## src/rtl/mpu341_loader.sv

```systemverilog
// mpu341_loader: program-load controller for the MPU341 core.
// It receives a framed byte stream (LEN, LEN+1 data bytes, checksum),
// writes the data bytes into the 256x8 program memory, and holds the
// core in reset until the frame checksum verifies.
module mpu341_loader #(
  parameter bit BOOT_RUN = 1'b0
) (
  input  logic       clk,
  input  logic       reset,
  input  logic       start,
  input  logic [7:0] rx_data,
  input  logic       rx_valid,
  output logic       rx_ready,
  output logic       pm_wr_en,
  output logic [7:0] pm_wr_addr,
  output logic [7:0] pm_wr_data,
  output logic       mpu_reset,
  output logic       busy,
  output logic       done,
  output logic       error
);

  typedef enum logic [2:0] {
    S_IDLE,
    S_LEN,
    S_DATA,
    S_CSUM,
    S_RUN,
    S_ERROR
  } state_t;

  state_t     state;
  logic [7:0] len;
  logic [7:0] cnt;
  logic [7:0] sum;
  logic       xfer;

  // Byte acceptance is decoded straight from the registered state.
  // NOTE: every signal driven from always_comb gets a default first, so no
  // path through the block can leave it unassigned and infer a latch.
  always_comb begin
    rx_ready = 1'b0;
    if (state == S_LEN || state == S_DATA || state == S_CSUM) begin
      rx_ready = 1'b1;
    end
    xfer = rx_valid & rx_ready;
  end

  // Load FSM with all outputs registered; writes strobe for exactly one cycle.
  // NOTE: sequential state uses non-blocking assignments so every register
  // samples the pre-edge values regardless of statement order.
  always_ff @(posedge clk) begin
    if (reset) begin
      state      <= BOOT_RUN ? S_RUN : S_IDLE;
      mpu_reset  <= 1'b1;
      pm_wr_en   <= 1'b0;
      pm_wr_addr <= 8'h00;
      pm_wr_data <= 8'h00;
      busy       <= 1'b0;
      done       <= 1'b0;
      error      <= 1'b0;
      len        <= 8'h00;
      cnt        <= 8'h00;
      sum        <= 8'h00;
    end else begin
      pm_wr_en <= 1'b0;
      unique case (state)
        S_IDLE, S_RUN, S_ERROR: begin
          if (start) begin
            state     <= S_LEN;
            busy      <= 1'b1;
            done      <= 1'b0;
            error     <= 1'b0;
            sum       <= 8'h00;
            cnt       <= 8'h00;
            mpu_reset <= 1'b1;
          end else if (state == S_RUN) begin
            // Covers the boot-run case: release the core one edge after reset.
            mpu_reset <= 1'b0;
          end
        end
        S_LEN: begin
          if (xfer) begin
            len   <= rx_data;
            state <= S_DATA;
          end
        end
        S_DATA: begin
          if (xfer) begin
            pm_wr_en   <= 1'b1;
            pm_wr_addr <= cnt;
            pm_wr_data <= rx_data;
            sum        <= sum + rx_data;
            // Counter stops at len so a 256-word frame never wraps past FF.
            if (cnt == len) begin
              state <= S_CSUM;
            end else begin
              cnt <= cnt + 8'd1;
            end
          end
        end
        S_CSUM: begin
          if (xfer) begin
            busy <= 1'b0;
            if (rx_data == sum) begin
              state     <= S_RUN;
              mpu_reset <= 1'b0;
              done      <= 1'b1;
            end else begin
              state <= S_ERROR;
              error <= 1'b1;
            end
          end
        end
        default: begin
          state <= S_IDLE;
        end
      endcase
    end
  end

endmodule

```

## config.mk

```make
export PLATFORM = sky130hd
export DESIGN_NAME = mpu341_loader
export DESIGN_NICKNAME = d
export VERILOG_FILES = /design/src/rtl/mpu341_loader.sv
export SDC_FILE = /design/constraint.sdc
export NUM_CORES = 1
export LEC_CHECK = 0
export CAP_MARGIN = 5
export CORE_UTILIZATION = 55
export CTS_BUF_LIST = sky130_fd_sc_hd__clkbuf_2 sky130_fd_sc_hd__clkbuf_4 sky130_fd_sc_hd__clkbuf_8
export CTS_CLUSTER_SIZE = 25
export DETAILED_ROUTE_END_ITERATION = 6
export HOLD_SLACK_MARGIN = 0.05
export PLACE_DENSITY = 0.77
export SYNTH_ARGS = -nofsm -noshare
export SYNTH_HDL_FRONTEND = slang
export SYNTH_SLANG_ARGS = --single-unit
```

## constraint.sdc

```tcl
create_clock -name clk -period 2.83 [get_ports clk]
set_clock_uncertainty 0.1 [all_clocks]
set_input_delay 0.566 -clock clk [delete_from_list [all_inputs] [get_ports clk]]
set_output_delay 0.566 -clock clk [all_outputs]
set_load 0.005 [all_outputs]
```

# Word-level counts from Yosys, hierarchy flattened
# Index checks and enable logic that the tools add are counted.
# totals
regBits,48
wordCells,77
# op_classes
n_addsub,2
eq_ne,16
mux,30
bitwise_logic,2
n_reduce_logical,16
# ops
operator,count
2-to-1 mux 8 bit,4
case mux 8 bit (2 select lines),2
== test 8 bit,2
AND reduction 4 bit,4
2-to-1 mux 3 bit,5
2-to-1 mux 1 bit,14
!= test 2 bit (second input constant),6
case mux 3 bit (4 select lines),1
adder 8 x 1 -> 8 bit (second input constant),1
adder 8 bit,1
case mux 1 bit (2 select lines),4
== test 3 x 2 -> 1 bit (second input constant),2
== test 3 bit (second input constant),2
AND reduction 3 bit,2
AND reduction 5 bit,1
!= test 2 x 1 -> 1 bit (second input constant),2
AND reduction 2 bit,2
nonzero test 2 bit,2
== test 3 x 1 -> 1 bit (second input constant),1
logical NOT 3 bit,1
!= test 3 bit (second input constant),1
OR reduction 3 bit,1
logical OR 1 bit,2
OR reduction 2 bit,1
2 further kinds,2

# Depth between registers and ports, before layout
# logic_depth
ltp_word,7
mapped_depth,7
ltp_nobuf,7

# Worst setup path after synthesis
# No wires, ideal clock.
# synth_timing
path_kind,input-to-reg
from,input rx_data[0]
to,register sum[6]
setup_time_ps,117
arrival_ps,2009
path_slack_ps,604
stages,7
path_cell_list,ha_1 fa_1 a21o_1 a21oi_1 o211ai_1 xor2_1 a22o_1
# synth_via
elab_chain_cells,3
# synth_lines
element,line,source
from (decl),11,"input logic [7:0] rx_data,"
adder 8 bit,93,sum <= sum + rx_data;
2-to-1 mux 8 bit,89,if (xfer) begin
case mux 8 bit (2 select lines),67,unique case (state)
to (signal assigned),93,
to (decl),35,logic [7:0] sum;
# No other way between the ends. The select of a mux whose other input is x is not followed.
# A chain may end at the register's enable or synchronous reset.

# Worst setup path in the final report
# Same ends and word-level chain as after synthesis.

==> flow_summary.json <==
{
  "status": "finished, final reports clean",
  "period_needed_ns": 2.44,
  "ys.flop_type": "dfxtp_1",
  "yosys.area.top_type": "dfxtp_1",
  "cts_hold_buf": 0,
  "fin_nets": 327,
  "ys_ff_latch": 48,
  "cp_slowest_cell": "clkdlybuf4s50_1",
  "routed_wl_um": 4970,
  "fp-row-count": 23,
  "synth_edf_count": 0,
  "hpwl_um": 3600,
  "synth_top_area_frac": 0.407,
  "yosysSeqAreaShare": 0.407,
  "endpoint": "sum[6]",
  "critical_path.max_fanout": 3,
  "track_usage": 0.248,
  "finalHoldViolCount": 0,
  "final_util": 0.692,
  "route.detailed.drc": 0,
  "crit_arrival_ns": 2.54,
  "reg2reg_depth": 7,
  "placedCellCount": 349,
  "fp.dieArea_mm2": 0.00456,
  "cts_buffer_depth": 2,
  "slew_violations": 0,
  "max_freq_ghz": 0.409,
  "synth_cell_types": 48,
  "cts_made_buffers": 5,
  "vias": 1961,
  "whs_ns": 0.354,
  "maxCapViolations": 0,
  "ys_warn_count": 0,
  "die_h_um": 67.5,
  "crit_cells": 8,
  "dr.pass1.iters": 4,
  "synthCells": 273,
  "wl_per_cell_um": 13.9,
  "cts_setup_buffers": 0,
  "reg2reg_to": "sum[6]",
  "core_area_mm2": 0.00406,
  "cpPeakStageDelay_ns": 0.44,
  "crit_buf_inv": 1,
  "synth-async-reset-ratio": 0,
  "synth.area.top_cells": "dfxtp_1, nand2_1, a21oi_1",
  "via_per_inst": 5.49,
  "fin_crit_sh": 0.863,
  "syn_area_per_cell_um2": 8.65,
  "synth_nets": 294,
  "r2r-start": "sum[0]",
  "cts.sinks": 48,
  "slew_headroom": 0.549,
  "drt_iter0_markers": 90,
  "cp-end-kind": "flop",
  "io_pins": 34,
  "power_leakage_nw": 1.02,
  "portBuffers": 33,
  "clock-root-buffer": "clkbuf_8",
  "startpoint": "rx_data[0]",
  "cp.required_ns": 2.93,
  "finalSetupTns_ns": 0,
  "startpoint_type": "input pin",
  "ctsResizeCount": 0,
  "worst-setup-path-type": "in2reg",
  "setup_viol": 0,
  "gp_congestion": 0.854,
  "crit_family": "compound AO/OA/AOI/OAI gates",
  "antenna_found_initial": 0,
  "n_antenna_cell": 0,
  "initial_utilization": 0.582,
  "clk_latency_ns": 0.30,
  "hp-class": "reg2reg",
  "die_w_um": 67.5,
  "ir_worst_vdd_uv": 302,
  "cts.clk_slew.worst_paths_ns": 0.09,
  "ctsHtreeMaxLevel": 2,
  "tightest_slew_ns": 0.677,
  "netlist_area_mm2": 0.00236,
  "area.growth.synth_to_final_pct": 18.9,
  "grt_start_max_net_pins": 26,
  "cp_cell_sequence": "clkdlybuf4s50_1, ha_1, fa_1, a21o_1, a21oi_1, o211ai_1, xor2_1, a22o_1",
  "grt_pass1_wl_um": 8420,
  "powerDensity_mw_per_mm2": 479,
  "grt_pass1_vias": 1840,
  "fin_cells": 357,
  "antenna_left": 0,
  "reg2reg_slack_ns": 0.82,
  "rsz0062_at_grt": "no",
  "cts_tree": "yes",
  "grt_overflow": 0,
  "layout-drive-gt1-share": 0.0847
}
[per-stage QoR]
stage | setup slack [ns] | area [µm²] | total power, mW
after floorplan | 0.604 | 2360 | 0.872
after global placement | 0.0974 | 2720 | 0.938
after detailed placement | 0.0972 | 2720 | 0.941
after CTS | 0.391 | 2810 | 1.35
after global routing | 0.288 | 2810 | 1.41
final | 0.387 | 2810 | 1.35
[Yosys cell counts, types with 2 or more instances]
master and count:
nand3_1 6, a21o_1 2, or2_2 3, nor2b_1 2, inv_1 9, o22ai_1 8
buf_2 4, dfxtp_1 48, o21ai_0 4, nand4_1 4, nor3_1 4, nand2_1 45
a221oi_1 2, buf_6 3, xor2_1 4, nor2_1 23, and3_1 3, o21a_1 2
a211oi_1 5, ha_1 8, a22oi_1 4, nand2b_1 5, buf_1 3, xnor2_1 11
o211ai_1 3, mux2i_1 9, a21oi_1 28
[logic make-up (layout without fill, tap and decap cells)]
group | after synthesis | after routing | synth area share
DFF | 48 | 48 | 0.407
AOI/OAI and AO/OA | 65 | 65 | 0.176
and+or+nand+nor | 105 | 105 | 0.224
muxes | 9 | 9 | 0.0382
adders and majority gates | 9 | 9 | 0.0509
xor gates and xnor gates | 15 | 15 | 0.0556
buffers and inverters | 22 | 56 | 0.0482
[worst min-delay path: stages, from the launching register on]
cell     delay, ns
dfxtp_1       0.32
nand2_1       0.05
a21oi_1       0.05
[placed cells by master (no fill, tap or decap), types with 3 or more instances in the layout]
cell type and instances:
nor3_1 4, buf_4 5, a21oi_1 28, ha_1 8, clkdlybuf4s50_1 33, nand2_1 45
a22oi_1 4, xnor2_1 11, xor2_1 4, or2_2 3, mux2i_1 9, clkbuf_8 6
nor2_1 23, nand2b_1 5, nand4_1 4, a211oi_1 5, o22ai_1 8, o211ai_1 3
dfxtp_1 48, nand3_1 6, o21ai_0 4, and3_1 3, inv_1 9
[power breakdown]
| group | switching, mW | total, mW | internal, mW |
|---|---|---|---|
| logic | 0.119 | 0.214 | 0.0948 |
| registers | 0.0189 | 0.711 | 0.692 |
| clock network | 0.225 | 0.420 | 0.195 |
| total | 0.363 | 1.35 | 0.982 |
[how the worst min path moves through the flow]
stage          cells after the start     startpoint            end
2_1_floorplan                      2         sum[2]         sum[2]
6_report                           2  pm_wr_addr[4]  pm_wr_addr[4]
4_1_cts                            2  pm_wr_addr[4]  pm_wr_addr[4]
5_1_grt                            2  pm_wr_data[5]  pm_wr_data[5]
3_3_place_gp                       2  pm_wr_addr[7]  pm_wr_addr[7]
3_5_place_dp                       2  pm_wr_addr[4]  pm_wr_addr[4]
[sequential cells by signal, summed over array words and instances (netlist names)]
signal,flops
busy,1
cnt,8
done,1
error,1
len,8
mpu_reset,1
pm_wr_addr,8
pm_wr_data,8
pm_wr_en,1
state,3
sum,8
[per-layer routing]
layer  GRT usage  routed length [µm]  vias up
met5           0                   0        -
met4      0.0824                  71        0
met3      0.0456                 142        8
met2       0.412                2400       42
met1       0.320                2350      900
li1            -                   -     1011
[final cells by class]
| cell class | count | area [µm²] |
|---|---|---|
| flip-flops and latches | 48 | 961 |
| multi-input cells | 203 | 1290 |
| clock inverters | 2 | 10.0 |
| inverters | 10 | 37.5 |
| well taps | 50 | 62.6 |
| fillers | 344 | 1250 |
| repair buffers | 38 | 368 |
| clock buffers | 6 | 82.6 |
Power figures use the tool's default switching activity.
